### config.mk
export PLATFORM = sky130hd
export DESIGN_NAME = aes_spi_slave
export DESIGN_NICKNAME = d
export VERILOG_FILES = /design/src/rtl/aes_spi_pkg.sv /design/src/rtl/aes_spi_slave_sync_edge.sv /design/src/rtl/aes_spi_slave.sv
export SDC_FILE = /design/constraint.sdc
export NUM_CORES = 1
export LEC_CHECK = 0
export CORE_MARGIN = 4
export CORE_UTILIZATION = 24
export DETAILED_ROUTE_END_ITERATION = 12
export GPL_ROUTABILITY_DRIVEN = 0
export HOLD_SLACK_MARGIN = 0.06
export SLEW_MARGIN = 5
export SYNTH_ARGS = -nofsm -noshare
export SYNTH_HDL_FRONTEND = slang
export SYNTH_HIERARCHICAL = 1
export SYNTH_SLANG_ARGS = --single-unit
### constraint.sdc
create_clock -name clk -period 2 [get_ports clk]
set_input_delay 0.4 -clock clk [delete_from_list [all_inputs] [get_ports clk]]
set_output_delay 0.4 -clock clk [all_outputs]
set_load 0.005 [all_outputs]
### src/rtl/aes_spi_pkg.sv
// Shared types for the AES SPI front end: controller states and the frame length rule.
package aes_spi_pkg;

    typedef enum logic [1:0] {
        IDLE,
        LOAD,
        RUN,
        SEND
    } state_e;

    // A frame is one direction bit, the key, then the 128-bit message.
    function automatic int flen(input int k);
        return k + 129;
    endfunction

endpackage

### src/rtl/aes_spi_slave_sync_edge.sv
// Multi-stage synchronizer for one asynchronous pin, with single-cycle rise/fall pulses
// derived from the synchronized level.
module sync_edge #(
    parameter int SYNC = 2
) (
    input  logic clk,
    input  logic reset,
    input  logic async_i,
    output logic sync_o,
    output logic rise_o,
    output logic fall_o
);

    logic [SYNC-1:0] chain_q;
    logic            prev_q;

    // NOTE: every flop here uses <= so all stages sample the old value on the same edge;
    // blocking assignments would collapse the chain into a single stage.
    always_ff @(posedge clk) begin
        if (reset) begin
            chain_q <= '0;
            prev_q  <= 1'b0;
        end else begin
            chain_q <= {chain_q[SYNC-2:0], async_i};
            prev_q  <= chain_q[SYNC-1];
        end
    end

    assign sync_o = chain_q[SYNC-1];
    assign rise_o = chain_q[SYNC-1] & ~prev_q;
    assign fall_o = ~chain_q[SYNC-1] & prev_q;

endmodule

### src/rtl/aes_spi_slave.sv
// SPI slave in front of the AES core: collects {dir, key, message} from the Pi, starts the
// core, captures its result and shifts it back out MSB first.
module aes_spi_slave
    import aes_spi_pkg::*;
#(
    parameter int K    = 128,
    parameter int SYNC = 2
) (
    input  logic           clk,
    input  logic           reset,
    input  logic           sck,
    input  logic           sdi,
    input  logic           load,
    output logic           sdo,
    output logic           done,
    output logic           frame_err,
    output logic           core_ce,
    output logic           core_dir,
    output logic [K-1:0]   core_key,
    output logic [127:0]   core_message,
    input  logic           core_done,
    input  logic [127:0]   core_translated
);

    localparam int FLEN = flen(K);
    localparam int BW   = $clog2(FLEN + 2);
    localparam logic [BW-1:0] BIT_FULL = BW'(FLEN);
    localparam logic [BW-1:0] BIT_SAT  = BW'(FLEN + 1);

    logic sck_r, sck_f, load_r, load_f, sdi_s, cdone_s;
    logic sck_s_unused, load_s_unused, sdi_rise_unused, sdi_fall_unused;
    logic cdone_rise_unused, cdone_fall_unused;

    sync_edge #(.SYNC(SYNC)) u_sck (
        .clk(clk), .reset(reset), .async_i(sck),
        .sync_o(sck_s_unused), .rise_o(sck_r), .fall_o(sck_f)
    );
    sync_edge #(.SYNC(SYNC)) u_load (
        .clk(clk), .reset(reset), .async_i(load),
        .sync_o(load_s_unused), .rise_o(load_r), .fall_o(load_f)
    );
    sync_edge #(.SYNC(SYNC)) u_sdi (
        .clk(clk), .reset(reset), .async_i(sdi),
        .sync_o(sdi_s), .rise_o(sdi_rise_unused), .fall_o(sdi_fall_unused)
    );
    sync_edge #(.SYNC(SYNC)) u_cdone (
        .clk(clk), .reset(reset), .async_i(core_done),
        .sync_o(cdone_s), .rise_o(cdone_rise_unused), .fall_o(cdone_fall_unused)
    );

    state_e            state_q, state_d;
    logic [FLEN-1:0]   frame_q, frame_d;
    logic [127:0]      out_q, out_d;
    logic [BW-1:0]     bitcnt_q, bitcnt_d;
    logic [7:0]        ocnt_q, ocnt_d;
    logic              done_q, done_d;
    logic              err_q, err_d;
    logic              armed_q, armed_d;

    always_ff @(posedge clk) begin
        if (reset) begin
            state_q  <= IDLE;
            frame_q  <= '0;
            out_q    <= '0;
            bitcnt_q <= '0;
            ocnt_q   <= '0;
            done_q   <= 1'b0;
            err_q    <= 1'b0;
            armed_q  <= 1'b0;
        end else begin
            state_q  <= state_d;
            frame_q  <= frame_d;
            out_q    <= out_d;
            bitcnt_q <= bitcnt_d;
            ocnt_q   <= ocnt_d;
            done_q   <= done_d;
            err_q    <= err_d;
            armed_q  <= armed_d;
        end
    end

    // NOTE: every signal gets a default before the case so no path leaves one unassigned,
    // which would otherwise infer a latch.
    always_comb begin
        state_d  = state_q;
        frame_d  = frame_q;
        out_d    = out_q;
        bitcnt_d = bitcnt_q;
        ocnt_d   = ocnt_q;
        done_d   = done_q;
        err_d    = 1'b0;
        armed_d  = 1'b0;
        unique case (state_q)
            IDLE: begin
                if (load_r) begin
                    state_d  = LOAD;
                    bitcnt_d = '0;
                    done_d   = 1'b0;
                end
            end
            LOAD: begin
                // Load edges take priority; a coincident sck edge is dropped.
                if (load_f) begin
                    if (bitcnt_q == BIT_FULL) begin
                        state_d = RUN;
                    end else begin
                        err_d   = 1'b1;
                        state_d = IDLE;
                    end
                end else if (sck_r && !load_r) begin
                    frame_d = {frame_q[FLEN-2:0], sdi_s};
                    if (bitcnt_q != BIT_SAT) begin
                        bitcnt_d = bitcnt_q + BW'(1);
                    end
                end
            end
            RUN: begin
                if (load_r) begin
                    state_d  = LOAD;
                    bitcnt_d = '0;
                    done_d   = 1'b0;
                end else begin
                    // A done level left over from the previous operation must drop first.
                    armed_d = armed_q | ~cdone_s;
                    if (armed_q && cdone_s) begin
                        out_d   = core_translated;
                        ocnt_d  = '0;
                        state_d = SEND;
                    end
                end
            end
            SEND: begin
                if (load_r) begin
                    state_d  = LOAD;
                    bitcnt_d = '0;
                    done_d   = 1'b0;
                end else begin
                    done_d = 1'b1;
                    if (sck_f && !load_f) begin
                        out_d  = {out_q[126:0], 1'b0};
                        ocnt_d = ocnt_q + 8'd1;
                        if (ocnt_q == 8'd127) begin
                            state_d = IDLE;
                        end
                    end
                end
            end
            default: state_d = IDLE;
        endcase
    end

    always_comb begin
        core_ce = (state_q == LOAD);
        sdo     = (state_q == SEND) ? out_q[127] : 1'b0;
    end

    assign done         = done_q;
    assign frame_err    = err_q;
    assign core_dir     = frame_q[FLEN-1];
    assign core_key     = frame_q[FLEN-2 -: K];
    assign core_message = frame_q[127:0];

endmodule
==> run summary, run 1 <==
Status - completed
Die area - 0.07023 mm²
Fin. Hold Viols - 0
Cells after Synth - 2005
Worst Path Required - 2.51 ns
Vias in the first global route - 13840
Core area - 0.06493 mm²
Multi-input logic area - 0.006778 mm²
Drt total wl - 49030 µm
Worst Tran Pin Value - 0.5375 ns
# fillers - 6733
Pwr/cell area - 785.6 mW/mm²
Layout overhead on the synthesized area - 45.71%
Clock skew - 0.01204 ns
Fin. max-slew vios - 0
First-pass GRT wire length - 75690 µm
Die W - 265.0 µm
FF+latch area - 0.008358 mm²
Routed len/inst - 15.01 µm
Worst vdd ir - 510.0 µV
Pleak - 0.007643 µW
Via/cell ratio - 4.572
Total power - 18150 µW
Design Area, Final - 0.02310 mm²
Num CTS Buffers - 48
Site Rows - 93
Drt drc - 0
Initial Util - 0.2442
Kind of critical path - register to register
Number of antenna violations at the first check in global routing - 0
Yosys warns - 6
Total grt overflow - 0
Maxcap violations - 0
Worst slew margin - 0.6370
Worst skew pair latency - 0.57 ns
Post-layout utilization of the core - 0.3558
Mapped Area - 0.01585 mm²
TritonCTS clock tree - built
Syn_nets - 2143
I/O Pins - 395
Largest net degree at the start of global routing - 100
Startpoint types - register
Placement Cell Area - 0.02112 mm²
Drt first pass iters - 6
RSZ-0062 raised after global routing - true
Post-DP HPWL - 32480 µm
Final setup violating endpoints - 0
Hold Path Class - input port to register
Tmin final - 1.946 ns
Crit path max fanout - 8
CP Data Arrival Time - 2.46 ns
Clock Tree Buf Depth - 3
Reg clk slew, reported paths - 0.06 ns
DRT iter0 DRCs - 999
H-tree Lvls - 2
Diode count - 0
Nets - 2511
I/O Buffers - 394
Die Y-Extent - 265.0 µm
Final ANT Viol Nets - 0
Clock sinks - 417
Ratio of cells with drive above 1 in the final layout - 0.08378
CP endpoint kind - register
Syn_area_per_cell - 7.907 µm²
Root Buffer - clkbuf_16
DR vias - 14930
Period utilisation layout - 0.9731
All-layer global routing usage - 0.1278
Fmax - 513.8 MHz
layout make-up:
| cell class | instances | share of cell area |
|---|---|---|
| clock buffer | 68 | 0.06002 |
| clock inverter | 20 | 0.01007 |
| inverter | 6 | 0.0009750 |
| multi-input combinational | 1403 | 0.2934 |
| sequential | 417 | 0.3618 |
| tap | 855 | 0.04631 |
| timing repair buffer | 497 | 0.2274 |
state kept, by name, indices dropped and copies added (netlist names):
name,cells
u_load/chain_q,2
ocnt_q,8
u_sdi/chain_q,2
u_cdone/chain_q,2
u_sck/chain_q,2
state_q,2
frame_q,257
u_load/prev_q,1
bitcnt_q,9
done,1
frame_err,1
armed_q,1
u_sck/prev_q,1
out_q,128
metrics by stage:
step | instances | hold slack (ns) | setup slack [ns] | setup TNS, ns
6_report | 3266 | 0.2080 | 0.05371 | 0
5_1_grt | 3266 | 0.2114 | -0.02989 | -0.5683
4_1_cts | 3248 | 0.1467 | 0.003683 | 0
3_5_place_dp | 3158 | 0.4283 | 0.1033 | 0
3_3_place_gp | 3158 | 0.4209 | 0.1060 | 0
2_1_floorplan | 2005 | 0.4138 | 0.1348 | 0
report_power, final:
part / switching, µW / internal, µW
combinational: 460 / 390
clock: 3690 / 5260
sequential: 17.9 / 8330
total: 4170 / 14000
timing repair:
action                                  4_1_cts  5_1_grt
pin swaps                                     0        1
endpoints found under the hold margin         0        0
hold buffers                                  0        0
cloned                                        0       10
endpoints found under the setup margin        4       39
resized for setup                            11       15
setup buffers                                 2        8
routing by layer:
| metal | GRT usage | vias to the layer above | part of all wire |
|---|---|---|---|
| met5 | 0 | - | 0 |
| met4 | 0.03455 | 0 | 0.023 |
| met3 | 0.03165 | 68 | 0.059 |
| met2 | 0.2014 | 371 | 0.45 |
| met1 | 0.1751 | 6931 | 0.47 |
| li1 | - | 7561 | - |
cells in the final DEF (no fill, tap or decap), types with 5 or more instances in the layout:
| cell type | n |
|---|---|
| clkdlybuf4s50_1 | 388 |
| clkinv_2 | 6 |
| inv_1 | 5 |
| o31ai_1 | 6 |
| buf_4 | 61 |
| a21oi_1 | 270 |
| dfxtp_1 | 413 |
| nor2b_1 | 15 |
| clkbuf_8 | 11 |
| a311oi_1 | 128 |
| clkbuf_1 | 9 |
| buf_6 | 6 |
| nor2_1 | 134 |
| nand3_1 | 132 |
| buf_12 | 26 |
| nand2_1 | 649 |
| nand4_1 | 5 |
| or4_1 | 6 |
| clkbuf_16 | 56 |
final timing paths:
kind | cells after the start | startpoint | end | slack (ns)
setup / recovery | 7 | u_load/chain_q[1] | bitcnt_q[1] | 0.05
hold / removal | 2 | reset | out_q[0] | 0.21
setup reg to reg | 7 | u_load/chain_q[1] | bitcnt_q[1] | 0.05
hold reg to reg | 2 | u_sdi/chain_q[1] | frame_q[0] | 0.43
critical path, stage by stage, from the launching register on:
cell,delay [ns]
dfxtp_2,0.32
nor2b_1,0.13
or3b_4,0.39
or2_4,0.30
buf_6,0.14
buf_4,0.13
or3_1,0.35
a21oi_2,0.11
Note: power is estimated with default switching activity, not from simulation.
==> run 2: changes to the inputs <==
--- a/config.mk
+++ b/config.mk
@@ -8,6 +8,7 @@
 export CORE_MARGIN = 4
 export CORE_UTILIZATION = 24
 export DETAILED_ROUTE_END_ITERATION = 12
+export DONT_BUFFER_PORTS = 1
 export GPL_ROUTABILITY_DRIVEN = 0
 export HOLD_SLACK_MARGIN = 0.06
 export SLEW_MARGIN = 5
==> run summary, run 2 (synthesis results as in run 1) <==
DR vias - 13610 (-8.9%)
WP buf/inv - 1 (-1)
Ratio of cells with drive above 1 in the final layout - 0.08472 (+0.0009382)
Worst Tran Pin Value - 2.266 ns (+1.728 ns)
Hold Path Class - input port to register
Clock Tree Buf Depth - 3 (unchanged)
Die W - 265.0 µm (unchanged)
Worst reg-to-reg setup slack - -0.02 ns (-0.07 ns)
Root Buffer - clkbuf_16
CP top delay family - simple AND/OR/NAND/NOR gates
Initial Util - 0.2442 (unchanged)
CP Cell Sequence - nor4_1, dlygate4sd3_1
CP Data Arrival Time - 2.93 ns (+0.47 ns)
All-layer global routing usage - 0.1191 (-0.008679)
Worst Path Required - 2.51 ns (about the same)
Final ANT Viol Nets - 0 (unchanged)
I/O Buffers - 0 (-100%)
Crit path max fanout - 408 (+400)
Commonest non-fill, non-tap cell in the layout - nand2_1
Num CTS Buffers - 47 (-2.1%)
FF-to-FF End - frame_err
WHS - -0.09499 ns (-0.3030 ns)
Routed len/inst - 16.25 µm (+8.3%)
CP startpoint - reset
Core area - 0.06493 mm² (unchanged)
Total power - 18200 µW (+0.30%)
Commonest cells after routing, fill and taps aside - 649 x nand2_1, 415 x dfxtp_1, 270 x a21oi_1
Worst slew margin - -0.5107 (-1.148)
Startpoint types - input port
Tmin final - 2.420 ns (+0.4742 ns)
Number of flip-flops in the largest register - 257 (unchanged)
Failing checks - negative hold slack, max-slew violations, negative setup slack
RSZ-0062 raised after global routing - true
Worst skew pair latency - 0.57 ns (about the same)
Vias in the first global route - 12260 (-11%)
Reg2reg start - bitcnt_q[2]
Die area - 0.07023 mm² (unchanged)
Pleak - 0.006379 µW (-17%)
Clock skew - 0.01496 ns (+0.002928 ns)
Drt first pass iters - 4 (-2)
CP endpoint kind - register
Crit-path max cell delay - 0.86 ns (+0.47 ns)
End of the critical path - frame_err
Fin. max-slew vios - 240 (+240)
Clock sinks - 417 (unchanged)
Period utilisation layout - 1.210 (+0.2371)
Pwr/cell area - 929.5 mW/mm² (+18%)
Largest registers - frame_q (257), out_q (128), bitcnt_q (9)
TritonCTS clock tree - built
Status - finished, violations left
Post-DP HPWL - 28480 µm (-12%)
Drt drc - 0 (unchanged)
Worst vdd ir - 597.6 µV (+17%)
Hold buffers post-CTS - 50 (+50)
Drt total wl - 47100 µm (-3.9%)
Total grt overflow - 0 (unchanged)
Fin. Hold Viols - 36 (+36)
Fmax - 413.1 MHz (-20%)
Slowest cell on the critical path - nor4_1
Worst-case reg-to-reg path depth - 4 (-3)
DRT iter0 DRCs - 1150 (+15%)
Final critical-path setup slack - -0.4205 ns (-0.4742 ns)
Critical path depth - 2 (-5)
I/O Pins - 395 (unchanged)
Final setup violating endpoints - 11 (+11)
Largest net degree at the start of global routing - 409 (+310%)
Maxcap violations - 0 (unchanged)
Kind of critical path - input port to register
Via/cell ratio - 4.696 (+2.7%)
Nets - 2143 (-15%)
First-pass GRT wire length - 69790 µm (-7.8%)
Top reg by flops - frame_q
H-tree Lvls - 2 (unchanged)
Site Rows - 93 (unchanged)
Layout overhead on the synthesized area - 23.53%
Number of antenna violations at the first check in global routing - 2 (+2)
Reg clk slew, reported paths - 0.06 ns (about the same)
Die Y-Extent - 265.0 µm (unchanged)
[run 2: changes by cell type in the layout (fill, tap and decap cells not counted), sizes merged, moves of 2 or more]
cell | before | now
clkbuf | 76 | 74
clkinvlp | 4 | 0
clkdlybuf4s15 | 2 | 0
bufbuf | 0 | 3
clkinv | 10 | 8
dlygate4sd3 | 0 | 49
buf | 96 | 70
dlygate4sd2 | 2 | 0
bufinv | 3 | 7
clkdlybuf4s50 | 388 | 0
[run 2: power breakdown]
part / switching, µW / internal [µW] / total, µW / leakage, µW
Clock: 3580 / 5740 / 9320 / 0.000833
Sequential: 16.5 / 8330 / 8340 / 0.00336
Combinational: 309 / 230 / 539 / 0.00218
Total: 3910 / 14300 / 18200 / 0.00638
[run 2: metal layers]
metal	wire length (µm)	share of wire	global-route usage	up-vias
met5	13	0.00028	0	-
met4	979	0.021	0.03512	2
met3	4493	0.095	0.04919	63
met2	21520	0.46	0.1872	378
met1	20090	0.43	0.1502	6339
li1	-	-	-	6827
[run 2: final cells by class]
cell class                      count  area, µm²
Fill cell                        6880      45350
Sequential cell                   417       8356
Multi-Input combinational cell   1403       6788
Timing Repair Buffer              130       1659
Clock buffer                       67       1383
Tap cell                          855       1070
Clock inverter                     19      302.8
Inverter                            6      22.52
Antenna cell                        1      2.502
[run 2: how the worst min path moves through the flow]
stage	from	slack (ns)	to	depth (start not counted)
CTS	reset	-0.13	out_q[41]	1
global route	reset	-0.14	out_q[55]	1
floorplan	u_cdone/chain_q[0]	0.41	u_cdone/chain_q[1]	1
finish	reset	-0.09	out_q[38]	1
global placement	u_sdi/chain_q[0]	0.42	u_sdi/chain_q[1]	1
detailed placement	u_sdi/chain_q[0]	0.43	u_sdi/chain_q[1]	1
[run 2: repair_timing]
item,CTS,global route
cloned,3,7
resized for setup,4,19
endpoints found under the setup margin,2,92
pin swaps,0,4
buffers inserted,2,8
endpoints found under the hold margin,402,315
[run 2: per-stage QoR]
| step | setup slack (ns) | util | setup TNS (ns) | std cells | instance area, µm² |
|---|---|---|---|---|---|
| 6_report | -0.4205 | 0.3016 | -0.9889 | 2898 | 19580 |
| 5_1_grt | -0.03086 | 0.3016 | -0.4808 | 2897 | 19580 |
| 4_1_cts | 0.01762 | 0.2966 | 0 | 2882 | 19260 |
| 3_5_place_dp | 0.08680 | 0.2609 | 0 | 2741 | 16940 |
| 3_3_place_gp | 0.1034 | 0.2609 | 0 | 2741 | 16940 |
| 2_1_floorplan | 0.1348 | - | 0 | 2005 | 15850 |
